--- src/rtl/bus_arbiter.sv ---
// bus_arbiter
//   Shares one external address/data bus between NREQ requesters. Requester 0
//   is the CPU and, with CPU_PRIO=1, wins whenever it requests; the remaining
//   requesters are served round-robin. Each grant covers one read or write with
//   a fixed access time (WAIT_CYCLES+1 cycles), followed by a single turnaround
//   cycle before the next arbitration.
//
//   Ports:
//     clk        clock, all state on the rising edge
//     reset      asynchronous active-high reset
//     req        per-requester level request, held until done
//     we_in      per-requester direction (1 = write)
//     addr_in    flat per-requester addresses, requester i at [i*AW +: AW]
//     wdata_in   flat per-requester write data, requester i at [i*DW +: DW]
//     gnt        one-hot grant, high for the whole transaction
//     done       one-cycle completion pulse to the granted requester
//     rdata      captured read data, held until the next read completes
//     bus_addr   external address
//     bus_wdata  external write data
//     bus_we     external write strobe
//     bus_oe     data bus drive enable (write access only)
//     bus_rdata  external read data
//     busy       high whenever a transaction is in progress
module bus_arbiter #(
  parameter int NREQ        = 4,
  parameter int AW          = 16,
  parameter int DW          = 16,
  parameter int WAIT_CYCLES = 1,
  parameter int CPU_PRIO    = 1
) (
  input  logic                 clk,
  input  logic                 reset,
  input  logic [NREQ-1:0]      req,
  input  logic [NREQ-1:0]      we_in,
  input  logic [NREQ*AW-1:0]   addr_in,
  input  logic [NREQ*DW-1:0]   wdata_in,
  output logic [NREQ-1:0]      gnt,
  output logic [NREQ-1:0]      done,
  output logic [DW-1:0]        rdata,
  output logic [AW-1:0]        bus_addr,
  output logic [DW-1:0]        bus_wdata,
  output logic                 bus_we,
  output logic                 bus_oe,
  input  logic [DW-1:0]        bus_rdata,
  output logic                 busy
);

  localparam int LW = (NREQ > 1) ? $clog2(NREQ) : 1;

  typedef enum logic [1:0] {IDLE, ACCESS, RELEASE} state_t;

  state_t              state_reg, state_next;
  logic [LW-1:0]       last_reg;
  logic [3:0]          cnt_reg;
  logic                we_reg;
  logic [NREQ-1:0]     gnt_reg, done_reg;
  logic [AW-1:0]       addr_reg;
  logic [DW-1:0]       wdata_reg, rdata_reg;
  logic                bus_we_reg, bus_oe_reg;

  logic [LW-1:0]       win_idx;
  logic                win_found;
  logic                win_prio;
  int                  scan_idx;

  // Winner selection. The CPU override leaves the round-robin pointer alone so
  // the other masters keep their place in the rotation.
  always_comb begin
    win_idx   = '0;
    win_found = 1'b0;
    win_prio  = 1'b0;
    scan_idx  = 0;
    if (CPU_PRIO != 0 && req[0]) begin
      win_found = 1'b1;
      win_prio  = 1'b1;
    end else begin
      for (int off = 1; off <= NREQ; off++) begin
        scan_idx = (int'(last_reg) + off) % NREQ;
        if (!win_found && req[scan_idx] && !(CPU_PRIO != 0 && scan_idx == 0)) begin
          win_idx   = LW'(scan_idx);
          win_found = 1'b1;
        end
      end
    end
  end

  // State register
  always_ff @(posedge clk or posedge reset) begin
    if (reset) state_reg <= IDLE;
    else       state_reg <= state_next;
  end

  // Next-state logic
  always_comb begin
    state_next = state_reg;
    case (state_reg)
      IDLE:    if (win_found) state_next = ACCESS;
      ACCESS:  if (cnt_reg == 4'd0) state_next = RELEASE;
      RELEASE: state_next = IDLE;
      default: state_next = IDLE;
    endcase
  end

  // Transaction datapath: latches the winner's request at the grant edge so
  // later changes on the requester side cannot disturb the bus cycle.
  always_ff @(posedge clk or posedge reset) begin
    if (reset) begin
      last_reg   <= LW'(NREQ - 1);
      cnt_reg    <= '0;
      we_reg     <= 1'b0;
      gnt_reg    <= '0;
      done_reg   <= '0;
      addr_reg   <= '0;
      wdata_reg  <= '0;
      rdata_reg  <= '0;
      bus_we_reg <= 1'b0;
      bus_oe_reg <= 1'b0;
    end else begin
      case (state_reg)
        IDLE: begin
          if (win_found) begin
            if (!win_prio) last_reg <= win_idx;
            gnt_reg    <= NREQ'(1) << win_idx;
            addr_reg   <= addr_in[win_idx*AW +: AW];
            wdata_reg  <= wdata_in[win_idx*DW +: DW];
            we_reg     <= we_in[win_idx];
            bus_we_reg <= we_in[win_idx];
            bus_oe_reg <= we_in[win_idx];
            cnt_reg    <= 4'(WAIT_CYCLES);
          end
        end
        ACCESS: begin
          if (cnt_reg != 4'd0) begin
            cnt_reg <= cnt_reg - 4'd1;
          end else begin
            if (!we_reg) rdata_reg <= bus_rdata;
            done_reg   <= gnt_reg;
            bus_we_reg <= 1'b0;
            bus_oe_reg <= 1'b0;
          end
        end
        RELEASE: begin
          done_reg <= '0;
          gnt_reg  <= '0;
        end
        default: ;
      endcase
    end
  end

  // Outputs
  always_comb begin
    busy      = (state_reg != IDLE);
    gnt       = gnt_reg;
    done      = done_reg;
    rdata     = rdata_reg;
    bus_addr  = addr_reg;
    bus_wdata = wdata_reg;
    bus_we    = bus_we_reg;
    bus_oe    = bus_oe_reg;
  end

endmodule

--- config.mk ---
export PLATFORM = sky130hd
export DESIGN_NAME = bus_arbiter
export DESIGN_NICKNAME = d
export VERILOG_FILES = /design/src/rtl/bus_arbiter.sv
export SDC_FILE = /design/constraint.sdc
export NUM_CORES = 1
export LEC_CHECK = 0
export CELL_PAD_IN_SITES_DETAIL_PLACEMENT = 1
export CELL_PAD_IN_SITES_GLOBAL_PLACEMENT = 1
export CORE_MARGIN = 4
export CORE_UTILIZATION = 32
export CTS_BUF_LIST = sky130_fd_sc_hd__clkbuf_8
export CTS_CLUSTER_DIAMETER = 50
export DETAILED_ROUTE_END_ITERATION = 8
export GPL_ROUTABILITY_DRIVEN = 0
export PLACE_DENSITY = 0.93
export SLEW_MARGIN = 20
export SYNTH_ARGS = -nofsm -noshare
export SYNTH_HDL_FRONTEND = slang
export SYNTH_SLANG_ARGS = --single-unit
--- constraint.sdc ---
create_clock -name clk -period 4.6 [get_ports clk]
set_input_delay 0.46 -clock clk [delete_from_list [all_inputs] [get_ports clk]]
set_output_delay 0.46 -clock clk [all_outputs]
set_load 0.01 [all_outputs]
* Yosys cells after proc, flatten, opt, wreduce, memory -nomap -nowiden
Index checks and enable logic that the tools add are counted.
** Word-level totals
- Memory bits (writable) :: 0
- Input bits :: 154
- Bits in latches :: 0
- Word-level logic and storage cells :: 114
- Bits in read-only memories :: 0
- Memories kept :: 0
- Output and inout port bits :: 59
- Register bits after elaboration :: 66
** Operators by class
- Bitwise logic cells :: 7
- Order comparisons :: 5
- Muxes and demuxes :: 41
- Add/sub/neg operators :: 5
- Multiply operators :: 0
- Div/mod/pow operators :: 0
- Shift-type cells :: 3
- Reductions and logical operators :: 37
- Equal/unequal tests :: 6
** Operator list (count)
- $logic_not 32->1 :: 4
- $shiftx 64x7->16 :: 2
- $pmux 4 s2 :: 3
- $mux 1 :: 20
- $lt 3x4->1 const B :: 4
- $mux 4 :: 4
- $mux 2 :: 7
- $reduce_and 3->1 :: 4
- $bmux 1 s2 :: 5
- $ne 2x2->1 const B :: 4
- $reduce_and 2->1 :: 4
- $reduce_bool 2->1 :: 4
- $reduce_or 2->1 :: 4
- $logic_and 1x1->1 :: 7
- $logic_not 1->1 :: 7
- $add 2x1->2 const B :: 2
- $add 2x2->2 const B :: 2
- $and 1x1->1 const A :: 4
- $logic_not 4->1 :: 1
- $pmux 2 s2 :: 1
- $reduce_bool 4->1 :: 1
- $shl 1x2->4 const A :: 1
- $sub 4x1->4 const B :: 1
- $lt 2x3->1 const B :: 1
- 5 further kinds :: 7

* Logic depth before layout (Yosys ltp)
- Word-level depth :: 28
- Depth in mapped cells :: 12
- Gate-level depth less buffers :: 8

* Worst setup path before layout
Ideal clock, no wire load.
- Path kind :: flip-flop to flip-flop
- From :: register last_reg[0]
- To :: register addr_reg[0] (netlist: bus_addr[0])
- Path buffers :: 4
- Setup time :: 94 ps
- Clock period less this slack :: 3098 ps
- Stages on the path, launching flop included :: 13
- Arrival time :: 3004 ps
- Slack :: 1502 ps
- Required time :: 4506 ps
- Cell sequence :: dfstp_2 -> buf_6 -> inv_1 -> ha_1 -> buf_6 -> mux2_4 -> a22oi_2 -> or4b_4 -> o21a_4 -> and2_4 -> buf_6 -> buf_6 -> a221oi_2
** On the way
- Word-level cells in the longest chain between the ends :: 24
- Elaborated cells between the ends (all ways) :: 57
- Those cells by class :: 4 x add/sub; 1 x shift; 25 x mux; 4 x bitwise; 23 x reduce/logical
** Ends and longest elaborated chain
- from (decl) :: RTL line 53 : logic [LW-1:0] last_reg;
- from (signal assigned) :: RTL line 108 : last_reg <= LW'(NREQ - 1);
- from (signal assigned) :: RTL line 122 : if (!win_prio) last_reg <= win_idx;
- $add 2x1->2 :: RTL line 78 : scan_idx = (int'(last_reg) + off) % NREQ;
- $reduce_or 2->1 (no source line)
- $and 1x1->1 (no source line)
- $logic_not 32->1 :: RTL line 79 : if (!win_found && req[scan_idx] && !(CPU_PRIO != 0 && scan_idx == 0)) begin
- $logic_not 1->1 :: RTL line 79
- $logic_and 1x1->1 :: RTL line 79
- $mux 1 :: RTL line 79
- $mux 1 :: RTL line 73 : if (CPU_PRIO != 0 && req[0]) begin
- [... 6 more ...]
- $logic_and 1x1->1 (2 in a row) :: RTL line 79
- $mux 1 :: RTL line 79
- $mux 1 :: RTL line 73
- $logic_not 1->1 :: RTL line 79
- $logic_and 1x1->1 (2 in a row) :: RTL line 79
- $mux 2 / $mux 1 (equally long branches) :: RTL line 79
- $mux 2 / $mux 1 (equally long branches) :: RTL line 73
- $shiftx 64x7->16 / $reduce_and 2->1 (equally long branches)
- to (signal assigned) :: RTL line 124 : addr_reg <= addr_in[win_idx*AW +: AW];
- to (decl) :: RTL line 57 : logic [AW-1:0] addr_reg;
Parallel ways exist; a longest one is shown, timed or not. The select of a mux whose other input is x is not followed.
A chain may end at the register's enable or synchronous reset.

* Final worst setup path
- From :: register last_reg[0]
- To :: register addr_reg[10] (netlist: bus_addr[10])
The elaborated chain is that of the path after synthesis.

==> results.sh <==
export IMPL_antenna_found_initial=0
export IMPL_drt_iter0_drc=143
export IMPL_final_setup_tns_ns=0
export IMPL_cp_max_fo=33
export IMPL_ir_worst_vdd_mv=0.374
export IMPL_post_dp_hpwl_um=11600
export IMPL_finalHoldViolations=0
export IMPL_hold_class="flip-flop to flip-flop"
export IMPL_finClkSkew_ns=0.00895
export IMPL_startpoint_type="flip-flop"
export IMPL_synthArstFlopShare=1.00
export IMPL_slew_viol_final=0
export IMPL_grt_overflow=0
export IMPL_syn_avg_cell_area_um2=10.7
export IMPL_placed_area_um2=6210
export IMPL_dieArea_um2=14300
export IMPL_area_growth_pct=61.7
export IMPL_period_needed_ns=3.78
export IMPL_netlist_area_um2=3990
export IMPL_hold_buffers=0
export IMPL_relSlewSlack=0.408
export IMPL_timing_hold_ws_ns=0.513
export IMPL_clk_path_buf_depth=2
export IMPL_power_leakage_nw=2.61
export IMPL_clkTransAtPathRegs_ns=0.08
export IMPL_cts_root_buf="clkbuf_8"
export IMPL_final_area_um2=6440
export IMPL_vias=3834
export IMPL_wl_per_cell_um=20.5
export IMPL_synth_top_cell_area_share=0.402
export IMPL_period_share=0.821
export IMPL_utilization=0.532
export IMPL_ys_flop_type="dfrtp_1"
export IMPL_cts_buffers=9
export IMPL_chipHeight_um=120
export IMPL_clk_latency_ns=0.34
export IMPL_worstPathRequired_ns=4.84
export IMPL_drc_errors=0
export IMPL_rows=40
export IMPL_fin_nets=733
export IMPL_synth_cells=373
export IMPL_io_pin_count=213
export IMPL_finalSetupViolCount=0
export IMPL_cts_tree="built"
export IMPL_core_um2=12100
export IMPL_cap_violations=0
export IMPL_grtUsageTotal=0.214
export IMPL_cts_htree_levels=3
export IMPL_synth_edf_count=0
export IMPL_grt_start_max_net_pins=67
export IMPL_drive_gt1_frac=0.140
export IMPL_tightest_slew_ns=0.888
export IMPL_grt_pass1_wl_um=24300
export IMPL_grt_pass1_vias=4520
export IMPL_status="finished, final reports clean"
export IMPL_syn_num_nets=533
export IMPL_fillCellCount=1340
export IMPL_initial_core_util=0.329
export IMPL_dr_pass1_iters=4
export IMPL_synth_seq_cells=66
export IMPL_synthTopCellsByArea="dfrtp_1 (40%), mux2i_1 (9.8%), a221oi_2 (9.8%)"
export IMPL_yosysSeqAreaShare=0.415
export IMPL_timing_fmax_mhz=265
export IMPL_diodes=0
export IMPL_power_mw=4.45
export IMPL_crit_type="flip-flop to flip-flop"
export IMPL_yosys_area_top_type="dfrtp_1"
export IMPL_vias_per_cell=5.14
export IMPL_worstSetupEndpointType="flip-flop"
export IMPL_rsz0062_at_grt="no"
export IMPL_port_buffers=212
export IMPL_dieWidth_um=120
export IMPL_totalWireLength_um=15300
export IMPL_ant_nets=0
export IMPL_yosysWarningCount=0
export IMPL_cts_sinks=66
export IMPL_crit_arrival_ns=4.01
export IMPL_cts_resized=0
export IMPL_postCtsSetupRepairBufs=0
export IMPL_p_per_area_nw_per_um2=690
export IMPL_synth_cell_types=46
==> placed cells by master (no fill, tap or decap), types with 2 or more instances in the layout <==
cell and count:
a211oi_1 2, a21oi_1 3, a221oi_1 6, a221oi_2 26
a31oi_1 33, a32o_1 2, and2_1 33, buf_4 7
bufinv_16 2, clkbuf_8 12, clkdlybuf4s50_1 212, dfrtp_1 64
dfstp_2 2, ha_1 6, inv_1 7, inv_2 2
mux2_2 18, mux2i_1 39, nand2_1 12, nand2b_1 6
nand3_1 4, nor2_1 44, nor3_1 2, o21ai_0 2
o22ai_1 4, or2_2 2, or3_1 3, xor2_1 2
==> synth_stat cells (all sizes together) (4+ instances only) <==
library cell,count
buf,15
ha,6
inv,8
nand2,12
clkbuf,15
mux2,20
nor2,45
a221oi,32
nand3,5
o22ai,4
mux2i,39
nand2b,6
a31oi,33
dfrtp,64
and2,34
==> per-stage QoR <==
stage | std cells | worst slack (ns)
floorplan | 373 | 1.50
global placement | 730 | 0.969
detailed placement | 730 | 0.777
CTS | 746 | 0.759
global route | 746 | 0.571
finish | 746 | 0.823
==> routing by layer <==
metal,track usage,wire length [um],share of wire
met1,0.226,5660,0.37
met2,0.398,8100,0.53
met3,0.0622,1130,0.073
met4,0.0809,435,0.028
met5,0,0,0
==> critical path, cell delays in order, from the launching register on <==
cell and delay (ns):
dfstp_2 0.70, inv_1 0.14, ha_1 0.46, mux2_2 0.38, a22oi_2 0.21, or4bb_1 0.49
nand3_4 0.41, buf_4 0.37, a31oi_1 0.20, a221oi_1 0.32
==> path summary, 6_finish.rpt <==
path | start | depth (start not counted) | to | slack (ns)
worst max-delay path | last_reg[0] | 9 | bus_addr[10] | 0.82
worst min-delay path | rdata[6] | 1 | rdata[6] | 0.51
worst max register to register | last_reg[0] | 9 | bus_addr[10] | 0.82
worst min register to register | rdata[6] | 1 | rdata[6] | 0.51
max in group asynchronous | reset | 3 | bus_oe | 3.32
min in group asynchronous | reset | 3 | rdata[3] | 0.72
==> area by class of cell <==
type | instances | area (um2) | share of cell area
timing repair buffer | 219 | 2170 | 0.337
multi-input combinational | 268 | 2130 | 0.331
sequential | 66 | 1650 | 0.257
tap | 168 | 210 | 0.0326
clock buffer | 12 | 165 | 0.0256
clock inverter | 4 | 72.6 | 0.0113
inverter | 9 | 33.8 | 0.00524
==> cells by family after synthesis <==
| family | share of synthesized area |
|---|---|
| compound gates | 0.205 |
| flops | 0.415 |
| buf+inv | 0.0531 |
| xor+xnor | 0.00440 |
| fa+ha+maj | 0.0188 |
| simple gates | 0.148 |
| mux | 0.155 |
==> power breakdown <==
part,leakage (nW),internal [mW],switching [mW]
clock,0.119,0.349,0.237
combinational,1.71,1.34,1.42
sequential,0.781,0.889,0.210
No activity file was read; power rests on OpenSTA's default activity.
